## src/rtl/puf_pkg.sv

```systemverilog
// Shared definitions for the PUF response collector.
//   state_t      : collector FSM encoding
//   CHAL_W/CNT_W : challenge index and edge-count widths
//   STEP_*/BUMP  : per-bit challenge walk and collision bump
//   dodge()      : returns b, bumped when it would equal a
package puf_pkg;

  localparam int CHAL_W = 4;
  localparam int CNT_W  = 4;

  localparam logic [CHAL_W-1:0] STEP_A = 4'd1;
  localparam logic [CHAL_W-1:0] STEP_B = 4'd3;
  localparam logic [CHAL_W-1:0] BUMP   = 4'd1;

  typedef enum logic [2:0] {
    S_IDLE,
    S_CLEAR,
    S_MEASURE,
    S_SETTLE,
    S_CAPTURE,
    S_DONE
  } state_t;

  // Comparing an oscillator against itself gives no information, so a
  // colliding B index is pushed one step further.
  function automatic logic [CHAL_W-1:0] dodge(input logic [CHAL_W-1:0] a,
                                              input logic [CHAL_W-1:0] b);
    return (a == b) ? b + BUMP : b;
  endfunction

endpackage

```

## src/rtl/puf_sync2.sv

```systemverilog
// Parameterised-width two-flop synchroniser.
//   clk   : destination clock
//   rst_n : async active-low reset, clears both stages
//   d     : asynchronous input bus
//   q     : synchronised output (two clk cycles of latency)
module puf_sync2 #(
  parameter int W = 1
) (
  input  logic         clk,
  input  logic         rst_n,
  input  logic [W-1:0] d,
  output logic [W-1:0] q
);

  logic [W-1:0] meta;

  always_ff @(posedge clk or negedge rst_n) begin
    if (!rst_n) begin
      meta <= '0;
      q    <= '0;
    end else begin
      meta <= d;
      q    <= meta;
    end
  end

endmodule

```

## src/rtl/puf_response_collector.sv

```systemverilog
// Control stage for a ring-oscillator edge-counter PUF.
// For each response bit: clear the counter, gate the oscillators for a
// fixed window, let the counts settle through the synchroniser, then
// capture the response bit and a tie flag. Challenges walk A+1 / B+3.
//   clk, reset          : clock, async active-low reset
//   start, seed         : one-cycle request and {cha0, cha1} for bit 0
//   cha0, cha1          : challenge pair to the counter
//   cnt_rst_n, ro_en    : counter clear (active low) and count gate
//   puf_bit, cnt_a/b    : counter results (asynchronous domain)
//   busy                : collection in progress
//   resp_valid/ready    : response handshake
//   response, unstable  : collected bits and per-bit tie mask
module puf_response_collector
  import puf_pkg::*;
#(
  parameter int NUM_BITS      = 8,
  parameter int WINDOW_CYCLES = 64,
  parameter int CLR_CYCLES    = 2,
  parameter int SYNC_CYCLES   = 3
) (
  input  logic                clk,
  input  logic                reset,
  input  logic                start,
  input  logic [2*CHAL_W-1:0] seed,
  output logic [CHAL_W-1:0]   cha0,
  output logic [CHAL_W-1:0]   cha1,
  output logic                cnt_rst_n,
  output logic                ro_en,
  input  logic                puf_bit,
  input  logic [CNT_W-1:0]    cnt_a,
  input  logic [CNT_W-1:0]    cnt_b,
  output logic                busy,
  output logic                resp_valid,
  input  logic                resp_ready,
  output logic [NUM_BITS-1:0] response,
  output logic [NUM_BITS-1:0] unstable
);

  localparam int T01   = (WINDOW_CYCLES > CLR_CYCLES) ? WINDOW_CYCLES : CLR_CYCLES;
  localparam int TMAX  = (T01 > SYNC_CYCLES) ? T01 : SYNC_CYCLES;
  localparam int TMR_W = $clog2(TMAX + 1);
  localparam int IDX_W = (NUM_BITS > 1) ? $clog2(NUM_BITS) : 1;

  state_t             state, state_nxt;
  logic [TMR_W-1:0]   timer;
  logic [IDX_W-1:0]   idx;
  logic               last;
  logic [2*CNT_W:0]   sync_q;
  logic               s_puf;
  logic [CNT_W-1:0]   s_a, s_b;
  logic [CHAL_W-1:0]  nxt_a, nxt_b;

  puf_sync2 #(.W(2*CNT_W+1)) u_sync (
    .clk   (clk),
    .rst_n (reset),
    .d     ({puf_bit, cnt_a, cnt_b}),
    .q     (sync_q)
  );

  assign s_puf = sync_q[2*CNT_W];
  assign s_a   = sync_q[2*CNT_W-1:CNT_W];
  assign s_b   = sync_q[CNT_W-1:0];

  assign last  = (idx == IDX_W'(NUM_BITS - 1));
  assign nxt_a = cha0 + STEP_A;
  assign nxt_b = dodge(nxt_a, cha1 + STEP_B);

  always_ff @(posedge clk or negedge reset) begin
    if (!reset) state <= S_IDLE;
    else        state <= state_nxt;
  end

  always_comb begin
    state_nxt = state;
    case (state)
      S_IDLE:    if (start) state_nxt = S_CLEAR;
      S_CLEAR:   if (timer == TMR_W'(CLR_CYCLES - 1))    state_nxt = S_MEASURE;
      S_MEASURE: if (timer == TMR_W'(WINDOW_CYCLES - 1)) state_nxt = S_SETTLE;
      S_SETTLE:  if (timer == TMR_W'(SYNC_CYCLES - 1))   state_nxt = S_CAPTURE;
      S_CAPTURE: state_nxt = last ? S_DONE : S_CLEAR;
      S_DONE:    if (resp_ready) state_nxt = S_IDLE;
      default:   state_nxt = S_IDLE;
    endcase
  end

  // Outputs are registered from the next state so the analog-facing
  // controls are glitch-free yet still track the state exactly.
  always_ff @(posedge clk or negedge reset) begin
    if (!reset) begin
      ro_en      <= 1'b0;
      cnt_rst_n  <= 1'b0;
      busy       <= 1'b0;
      resp_valid <= 1'b0;
    end else begin
      ro_en      <= (state_nxt == S_MEASURE);
      cnt_rst_n  <= (state_nxt == S_MEASURE) || (state_nxt == S_SETTLE) ||
                    (state_nxt == S_CAPTURE);
      busy       <= (state_nxt != S_IDLE) && (state_nxt != S_DONE);
      resp_valid <= (state_nxt == S_DONE);
    end
  end

  always_ff @(posedge clk or negedge reset) begin
    if (!reset) begin
      timer    <= '0;
      idx      <= '0;
      cha0     <= '0;
      cha1     <= '0;
      response <= '0;
      unstable <= '0;
    end else begin
      // Timer counts cycles spent in the current timed state.
      if (state_nxt != state)
        timer <= '0;
      else if (state == S_CLEAR || state == S_MEASURE || state == S_SETTLE)
        timer <= timer + 1'b1;

      case (state)
        S_IDLE: if (start) begin
          cha0     <= seed[2*CHAL_W-1:CHAL_W];
          cha1     <= dodge(seed[2*CHAL_W-1:CHAL_W], seed[CHAL_W-1:0]);
          response <= '0;
          unstable <= '0;
          idx      <= '0;
        end
        S_CAPTURE: begin
          response[idx] <= s_puf;
          unstable[idx] <= (s_a == s_b);
          if (!last) begin
            idx  <= idx + 1'b1;
            cha0 <= nxt_a;
            cha1 <= nxt_b;
          end
        end
        default: ;
      endcase
    end
  end

endmodule

```

## config.mk

```make
export PLATFORM = sky130hd
export DESIGN_NAME = puf_response_collector
export DESIGN_NICKNAME = d
export VERILOG_FILES = /design/src/rtl/puf_pkg.sv /design/src/rtl/puf_sync2.sv /design/src/rtl/puf_response_collector.sv
export SDC_FILE = /design/constraint.sdc
export NUM_CORES = 1
export LEC_CHECK = 0
export BUFFER_PORTS_ARGS = -buffer_cell sky130_fd_sc_hd__buf_2
export CORE_UTILIZATION = 50
export CTS_CLUSTER_DIAMETER = 100
export DETAILED_ROUTE_END_ITERATION = 8
export PLACE_DENSITY = 0.75
export SYNTH_ARGS = -nofsm -noshare
export SYNTH_HDL_FRONTEND = slang
export SYNTH_SLANG_ARGS = --single-unit
```

## constraint.sdc

```tcl
create_clock -name clk -period 1.95 [get_ports clk]
set_input_delay 0.2925 -clock clk [delete_from_list [all_inputs] [get_ports clk]]
set_output_delay 0.2925 -clock clk [all_outputs]
set_load 0.005 [all_outputs]
```

==> results of run 1 <==
## per-layer routing
metal / vias up / share of wire (%) / track usage [%]
met5: - / 0 / 0
met4: 0 / 2.3 / 11.1
met3: 14 / 4.3 / 4.82
met2: 64 / 48 / 34.3
met1: 1012 / 45 / 27.4
li1: 1093 / - / -
## layout make-up
cell class,instances,area [µm²],area share [%]
Clock buffer,12,165,4.70
Clock inverter,4,47.5,1.35
Inverter,9,33.8,0.961
Multi-Input combinational cell,199,1330,37.7
Sequential cell,59,1480,42.0
Tap cell,72,90.1,2.56
Timing Repair Buffer,64,375,10.7
## flip-flops by register name, summed over array words and instances, names as in the netlist
register,flops
busy,1
cha0,4
cha1,4
cnt_rst_n,1
idx,3
resp_valid,1
response,8
ro_en,1
state,3
timer,7
u_sync.meta,9
u_sync.q,9
unstable,8
## Yosys cell counts, types with 2 or more instances
| cell type | count |
|---|---|
| mux2i_1 | 12 |
| clkbuf_1 | 3 |
| ha_1 | 9 |
| dfrtp_1 | 59 |
| and3_1 | 3 |
| nand2b_1 | 2 |
| nand2_1 | 40 |
| xnor2_1 | 13 |
| nor2b_1 | 4 |
| nand3_1 | 17 |
| xor2_2 | 2 |
| xor2_1 | 6 |
| nor2_1 | 23 |
| buf_2 | 3 |
| o21ai_0 | 14 |
| a31o_2 | 2 |
| nor3_1 | 9 |
| inv_1 | 9 |
| a21oi_1 | 4 |
| nand4_1 | 4 |
| o211ai_1 | 2 |
| xnor2_2 | 2 |
| a31oi_1 | 2 |
## metrics by stage
stage / utilization, % / std cells
floorplan: - / 274
global placement: 59.6 / 401
detailed placement: 59.6 / 401
CTS: 63.7 / 418
global route: 63.9 / 419
finish: 63.9 / 419
## power by group through the flow
stage	Sequential, µW	Clock, µW	Combinational [µW]
finish	1640	1180	1920
global placement	1650	0	1800
floorplan	1620	0	1300
CTS	1640	1200	1860
detailed placement	1660	0	1850
global route	1670	1270	2110
## cells by family (layout without fill, tap and decap cells)
kind of cell    count (synthesis)  count (layout)  synth area share, %
simple gates                  111             111                 18.3
flops                          59              59                 51.5
buf+inv                        16              89                 2.35
compound gates                 43              43                 10.8
fa+ha+maj                       9               9                 3.93
xor+xnor                       24              24                 9.03
mux                            12              12                 4.19
## repair_timing
item,4_1_cts,5_1_grt
endpoints found under the setup margin,0,4
setup buffers,0,1
hold endpoints to repair,59,0
resized for setup,0,3
hold buffers,1,0
## worst max-delay path by stage
stage	end	slack, ps
2_1_floorplan	cha1[2]$_DFFE_PN0P_	30
3_3_place_gp	cha1[2]$_DFFE_PN0P_	140
3_5_place_dp	cha1[2]$_DFFE_PN0P_	60
4_1_cts	cha1[2]$_DFFE_PN0P_	50
5_1_grt	cha1[2]$_DFFE_PN0P_	-0.2
6_report	cha1[2]$_DFFE_PN0P_	90
==> flow_metrics.tcl, run 1 <==
set metrics [dict create \
    critical_path.max_stage_delay_ps 410 \
    holdWs_ps 53.0 \
    async_reset_ff_share_pct 100 \
    fin_ws_ps 90.8 \
    slowest_stage "dfrtp_1" \
    total_power_uw 4740 \
    tightest_slew_ps 539 \
    cp-end-kind "register" \
    clockPowerShare_pct 24.9 \
    postSynthRegisterBits 59 \
    r2r_slack_ps 90 \
    layout_min_cycle_time_ps 1860 \
    combPwrFrac_pct 40.5 \
    finalCritPeriodShare_pct 95.3 \
    startpoint "cha0[1]$_DFFE_PN0P_" \
    place_congestion 0.829 \
    die_area_um2 6050 \
    cts_tree "yes" \
    first_iter_violations 124 \
    diodes 0 \
    holdPathEnd "u_sync.meta[4]$_DFF_PN0_" \
    antenna_found_initial 0 \
    grt_pass1_wl_um 9850 \
    timing.rr.end "cha1[2]$_DFFE_PN0P_" \
    intPower_uw 2990 \
    avgSynthCellArea_um2 10.5 \
    netlist_area_um2 2870 \
    ys_seq_area_share_pct 51.5 \
    preCtsSetupSlack_ps 64.2 \
    hold_viol_final 0 \
    swShare_pct 37.0 \
    drc 0 \
    yosysWarningCount 0 \
    hold_start "cnt_a[0]" \
    status "finished clean" \
    final_nets 372 \
    overflow 0 \
    clk_pin_slew_ps 60 \
    grt_usage_pct 21.5 \
    p_per_area_nw_per_um2 1350 \
    cts-root-buf "clkbuf_8" \
    synthCells 274 \
    p_seq_share_pct 34.6 \
    max_slew_margin_pct 63.9 \
    initial_core_util_pct 52.1 \
    path_class "reg2reg" \
    layout-drive-gt1-share_pct 28.0 \
    portBuffers 48 \
    reg2reg_depth 6 \
    numCtsBuffers 9 \
    syn_nets 304 \
    grt_max_degree 60 \
    synth_top_cells_by_area "dfrtp_1 (51%), nand2_1 (5.2%), mux2i_1 (4.2%)" \
    die_h_um 77.8 \
    slew_violations 0 \
    final_common_cell "dfrtp_1" \
    die_x_um 77.8 \
    final_cell_mix "dfrtp_1 (58), buf_2 (48), nand2_1 (40)" \
    path_depth 6 \
    antenna_left 0 \
    cts_max_path_buffers 2 \
    yosysUniqueCellTypes 53 \
    area_growth_pct 22.6 \
    crit_arrival_ps 2090 \
    design_area_um2 3520 \
    htreeDepth 3 \
    maxCapViolCount 0 \
    clock.fmax_mhz 538 \
    worstHoldPathType "in2reg" \
    setup_violations 0 \
    synthFlopType "dfrtp_1" \
    clk_latency_ps 340 \
    fp-row-count 27 \
    vdd_ir_drop_max_uv 914 \
    worstPathRequired_ps 2180 \
    cp-start-kind "register" \
    dpl_cell_area_um2 3280 \
    holdPathStages 1 \
    drt_pass1_iterations 4 \
    crit_chain "ha_1 > xor2_2 > xor2_1 > nor2_2 > a311o_1 > a32o_1" \
    p_leak_uw 0.00170 \
    yosysTopAreaCell "dfrtp_1" \
    wl_per_cell_um 13.5 \
    synth_top_area_share_pct 51.5 \
    r2r_start "cha0[1]$_DFFE_PN0P_" \
    vias 2183 \
    vias_per_cell 5.21 \
    path_delay_family "compound AO/OA/AOI/OAI gates" \
    critPathBufInv 0 \
    hpwl_um 4040 \
    synth-edff-count 0 \
    wirelength_um 5680 \
    clock_sinks 59 \
    nFillCells 449 \
    clock_skew_ps 5.56 \
    grt_pass1_vias 2086 \
    core-area_um2 5510 \
    p_sw_uw 1750 \
    fin_tns_setup_ps 0 \
    io_pins 49 \
    critPathMaxFanout 4 \
]
Note: power is estimated with default switching activity, not from simulation.
==> run 2: changes to the inputs <==
--- a/config.mk
+++ b/config.mk
@@ -9,7 +9,7 @@
 export CORE_UTILIZATION = 50
 export CTS_CLUSTER_DIAMETER = 100
 export DETAILED_ROUTE_END_ITERATION = 8
-export PLACE_DENSITY = 0.75
+export PLACE_DENSITY = 0.72
 export SYNTH_ARGS = -nofsm -noshare
 export SYNTH_HDL_FRONTEND = slang
 export SYNTH_SLANG_ARGS = --single-unit
==> constraint.sdc (replaced) <==
create_clock -name clk -period 2.3 [get_ports clk]
set_input_delay 0.345 -clock clk [delete_from_list [all_inputs] [get_ports clk]]
set_output_delay 0.345 -clock clk [all_outputs]
set_load 0.005 [all_outputs]
==> run 2 against run 1 <==
Global-route usage down 0.55 points. Power down 22%. First-iteration DRC count up 14%. Sequential share of layout area up 1.2 points. Cell count down 1.4%. Highest routed layer unchanged. Non-clock buffer count down 6. Flip-flop and latch count unchanged.
==> flow_metrics.tcl, run 2 (synthesized netlist as in run 1, its figures left out) <==
set metrics [dict create \
    status "finished clean" \
    cts_max_path_buffers 2 \
    hold_viol_final 0 \
    r2r_slack_ps 170 \
    finalCritPeriodShare_pct 92.4 \
    clk_latency_ps 330 \
    cp-end-kind "register" \
    fp-row-count 27 \
    post_cts_buffers 0 \
    die_h_um 77.8 \
    wl_met1_um 2510 \
    grt_pass1_vias 2115 \
    wl_per_cell_um 13.2 \
    fin_cells 413 \
    core-area_um2 5510 \
    critPathBufInv 1 \
    worstHoldPathType "in2reg" \
    r2r_start "cha1[0]$_DFFE_PN0P_" \
    cts-root-buf "clkbuf_8" \
    fin_tns_setup_ps 0 \
    final_common_cell "dfrtp_1" \
    initial_core_util_pct 52.1 \
    first_iter_violations 141 \
    worstPathRequired_ps 2530 \
    tightest_slew_ps 454 \
    crit_arrival_ps 2350 \
    place_congestion 0.820 \
    wirelength_um 5450 \
    vias_per_cell 5.19 \
    path_delay_family "compound AO/OA/AOI/OAI gates" \
    final_cell_mix "dfrtp_1 (59), buf_2 (48), nand2_1 (40)" \
    portBuffers 48 \
    htreeDepth 3 \
    overflow 0 \
    p_per_area_nw_per_um2 1080 \
    clock_sinks 59 \
    grt_pass1_wl_um 9720 \
    hpwl_um 3980 \
    top_layer_used "met4" \
    cp-start-kind "register" \
    fin_util_pct 62.1 \
    cts.repair.resized 0 \
    clock.fmax_mhz 471 \
    route.met2.wl_um 2660 \
    met3_length_um 191 \
    numCtsBuffers 9 \
    slew_violations 0 \
    timing.rr.end "cha1[2]$_DFFE_PN0P_" \
    layout-drive-gt1-share_pct 25.8 \
    drc 0 \
    antenna_left 0 \
    die_x_um 77.8 \
    cts_tree "yes" \
    maxCapViolCount 0 \
    antenna_found_initial 0 \
    vias 2145 \
    io_pins 49 \
    biggestRegsByFlops "u_sync.meta x9, u_sync.q x9" \
    holdPathEnd "u_sync.meta[4]$_DFF_PN0_" \
    grt_usage_pct 20.9 \
    layout_min_cycle_time_ps 2130 \
    cts_hold_buf 1 \
    area_growth_pct 19.2 \
    hold_start "cnt_a[0]" \
    path_class "reg2reg" \
    vdd_ir_drop_max_uv 814 \
    p_leak_uw 0.00164 \
    clk_pin_slew_ps 70 \
    slowest_stage "dfrtp_1" \
    dp_cells 396 \
    setup_violations 0 \
    reg2reg_depth 7 \
    crit_chain "inv_1 > ha_1 > xnor2_2 > xor2_1 > nor2_1 > a311o_1 > a32o_1" \
    drt_pass1_iterations 4 \
    grt_max_degree 30 \
    diodes 0 \
    clock_skew_ps 7.00 \
    max_slew_margin_pct 69.5 \
    rsz0062_at_grt "false" \
    critical_path.max_stage_delay_ps 460 \
    critPathMaxFanout 6 \
    die_area_um2 6050 \
    final_nets 366 \
    holdPathStages 1 \
]
[run 2: worst register-to-register path: cells and delay by family, from the launching register on]
kind,cells,cell delay (ps)
buffers and inverters,1,150
AOI/OAI and AO/OA,2,580
and+or+nand+nor,1,120
DFF,1,460
adders and majority gates,1,260
xor gates and xnor gates,2,450
[run 2: layer usage]
metal / global-route usage, % / vias to the layer above
li1: - / 1084
met1: 27.5 / 1019
met2: 33.0 / 30
met3: 6.35 / 12
met4: 6.98 / 0
met5: 0 / -
[run 2: final cells by class]
cell class	count	area, µm²
well taps	72	90.1
flip-flops and latches	59	1480
clock buffers	9	124
inverters	9	33.8
fillers	470	2090
repair buffers	58	318
clock inverters	7	52.6
multi-input cells	199	1330
[run 2: through the flow]
stage | setup WS (ps) | hold slack [ps] | instance area, µm² | total power, µW
floorplan | 349 | 49.4 | 2870 | 2480
global placement | 276 | 148 | 3230 | 2840
detailed placement | 221 | 148 | 3230 | 2860
CTS | 191 | 99.8 | 3420 | 3720
global route | 34.8 | 91.4 | 3420 | 3980
finish | 175 | 112 | 3420 | 3690
[run 2: worst max path at each step]
stage | startpoint | to | slack (ps) | depth (start not counted)
after floorplan | cha1[0]$_DFFE_PN0P_ | cha1[2]$_DFFE_PN0P_ | 350 | 7
after CTS | cha1[0]$_DFFE_PN0P_ | cha1[2]$_DFFE_PN0P_ | 190 | 7
after global placement | cha1[0]$_DFFE_PN0P_ | cha1[2]$_DFFE_PN0P_ | 280 | 7
after global routing | cha1[0]$_DFFE_PN0P_ | cha1[2]$_DFFE_PN0P_ | 30 | 7
after detailed placement | cha1[0]$_DFFE_PN0P_ | cha1[2]$_DFFE_PN0P_ | 220 | 7
final | cha1[0]$_DFFE_PN0P_ | cha1[2]$_DFFE_PN0P_ | 170 | 7
[run 2: report_power, final]
part | internal (µW) | switching [µW] | total [µW]
Sequential | 1210 | 198 | 1410
Clock | 395 | 450 | 845
Combinational | 628 | 811 | 1440
==> run 3: changes to the inputs <==
--- a/config.mk
+++ b/config.mk
@@ -5,7 +5,7 @@
 export SDC_FILE = /design/constraint.sdc
 export NUM_CORES = 1
 export LEC_CHECK = 0
-export BUFFER_PORTS_ARGS = -buffer_cell sky130_fd_sc_hd__buf_2
+export BUFFER_PORTS_ARGS = -buffer_cell sky130_fd_sc_hd__buf_4
 export CORE_UTILIZATION = 50
 export CTS_CLUSTER_DIAMETER = 100
 export DETAILED_ROUTE_END_ITERATION = 8
==> run 3 against run 2 <==
Non-clock buffer count decreased by 4. Clock skew increased by 1.5 ps. Setup slack got worse by 38 ps. Cell count decreased by 0.97%. Clock-buffer cell count unchanged. Critical path depth unchanged. Global-route usage increased by 0.91 points. First-iteration DRC count increased by 1.4%. Die area unchanged. Utilization increased by 2.0 points. Final area increased by 3.3%. Clock power increased by 13%. Critical path type unchanged. Critical endpoint unchanged.
==> flow_metrics.tcl, run 3 (synthesized netlist as in run 1, its figures left out) <==
set metrics [dict create \
    status "finished clean" \
    fin_tns_setup_ps 0 \
    vdd_ir_drop_max_uv 774 \
    path_class "reg2reg" \
    numCtsBuffers 9 \
    cts_tree "yes" \
    diodes 0 \
    r2r_slack_ps 140 \
    first_iter_violations 143 \
    crit_arrival_ps 2380 \
    initial_core_util_pct 52.1 \
    cts_hold_buf 0 \
    vias 2169 \
    critPathMaxFanout 6 \
    combPwrFrac_pct 38.9 \
    critPathCapture "cha1[2]$_DFFE_PN0P_" \
    p_per_area_nw_per_um2 1100 \
    critical_path.max_stage_delay_ps 460 \
    clock_sinks 59 \
    io_pins 49 \
    place_congestion 0.830 \
    overflow 0 \
    worstPathRequired_ps 2520 \
    clock.fmax_mhz 462 \
    dp_cells 393 \
    critPathBufInv 1 \
    maxCapViolCount 0 \
    crit_chain "inv_1 > ha_1 > xnor2_2 > xor2_1 > nor2_1 > a311o_1 > a32o_1" \
    dpl_cell_area_um2 3330 \
    die_h_um 77.8 \
    post_cts_buffers 0 \
    antenna_left 0 \
    clk_latency_ps 340 \
    grt_pass1_vias 2117 \
    swShare_pct 38.1 \
    clk_pin_slew_ps 80 \
    cts.repair.resized 0 \
    p_leak_uw 0.00165 \
    die_area_um2 6050 \
    grt_max_degree 60 \
    path_delay_family "compound AO/OA/AOI/OAI gates" \
    finalCritPeriodShare_pct 94.1 \
    htreeDepth 3 \
    hpwl_um 4070 \
    fin_cells 409 \
    antenna_found_initial 0 \
    cts-root-buf "clkbuf_8" \
    p_sw_uw 1480 \
    clockPowerShare_pct 24.5 \
    area_growth_pct 23.1 \
    cp-start-kind "register" \
    clock_skew_ps 8.45 \
    biggestRegsByFlops "u_sync.meta x9, u_sync.q x9" \
    grt_pass1_wl_um 10100 \
    layout-drive-gt1-share_pct 25.2 \
    path_depth 7 \
    drc 0 \
    reg2reg_depth 7 \
    startpoint "cha1[0]$_DFFE_PN0P_" \
    timing.rr.end "cha1[2]$_DFFE_PN0P_" \
    rsz0062_at_grt "false" \
    max_slew_margin_pct 52.0 \
    slowest_stage "dfrtp_1" \
    fp-row-count 27 \
    cts_max_path_buffers 2 \
    intPower_uw 2400 \
    worstHoldPathType "in2async" \
    r2r_start "cha1[0]$_DFFE_PN0P_" \
    hold_viol_final 0 \
    tightest_slew_ps 720 \
    design_area_um2 3530 \
    drt_pass1_iterations 4 \
    die_x_um 77.8 \
    final_common_cell "dfrtp_1" \
    final_cell_mix "dfrtp_1 (59), buf_4 (54), nand2_1 (40)" \
    core-area_um2 5510 \
    vias_per_cell 5.30 \
    wl_per_cell_um 14.0 \
    setup_violations 0 \
    grt_usage_pct 21.9 \
    portBuffers 48 \
    layout_min_cycle_time_ps 2160 \
    slew_violations 0 \
    p_seq_share_pct 36.5 \
    cp-end-kind "register" \
    wirelength_um 5730 \
    final_nets 362 \
]
## run 3: final cells by class
class	instances	area, µm²
Fill cell	463	1970
Inverter	9	33.8
Multi-Input combinational cell	199	1330
Clock buffer	9	124
Timing Repair Buffer	54	405
Clock inverter	7	77.6
Sequential cell	59	1480
Tap cell	72	90.1
## run 3: how the worst min path moves through the flow
stage | from | end | slack (ps) | cells after the start
2_1_floorplan | reset | busy$_DFF_PN0_ | 50 | 0
3_5_place_dp | u_sync.meta[2]$_DFF_PN0_ | u_sync.q[2]$_DFF_PN0_ | 340 | 0
5_1_grt | cnt_a[3] | u_sync.meta[7]$_DFF_PN0_ | 90 | 1
6_report | reset | cha0[3]$_DFFE_PN0P_ | 60 | 1
4_1_cts | reset | cha0[3]$_DFFE_PN0P_ | 90 | 1
3_3_place_gp | u_sync.meta[3]$_DFF_PN0_ | u_sync.q[3]$_DFF_PN0_ | 330 | 0
## run 3: stage by stage
| step | utilization [%] | total power [µW] | worst slack (ps) | hold slack, ps |
|---|---|---|---|---|
| final | 64.1 | 3880 | 136 | 57.2 |
| after global routing | 64.1 | 4160 | 19.0 | 87.5 |
| after CTS | 64.1 | 3900 | 155 | 90.9 |
| after detailed placement | 60.5 | 2930 | 182 | 336 |
| after global placement | 60.5 | 2900 | 269 | 333 |
| after floorplan | - | 2480 | 349 | 49.4 |
## run 3: power by group through the flow
stage          Sequential (µW)  Combinational [µW]  Clock, µW
6_report                  1420                1510        952
5_1_grt                   1450                1680       1030
4_1_cts                   1420                1510        964
3_5_place_dp              1440                1500          0
3_3_place_gp              1430                1470          0
2_1_floorplan             1370                1100          0
## run 3: layer usage
layer / vias to the layer above / track usage [%] / routed length (µm)
li1: 1070 / - / -
met1: 1041 / 27.0 / 2530
met2: 47 / 36.2 / 2880
met3: 11 / 5.29 / 223
met4: 0 / 9.81 / 100
met5: - / 0 / 0
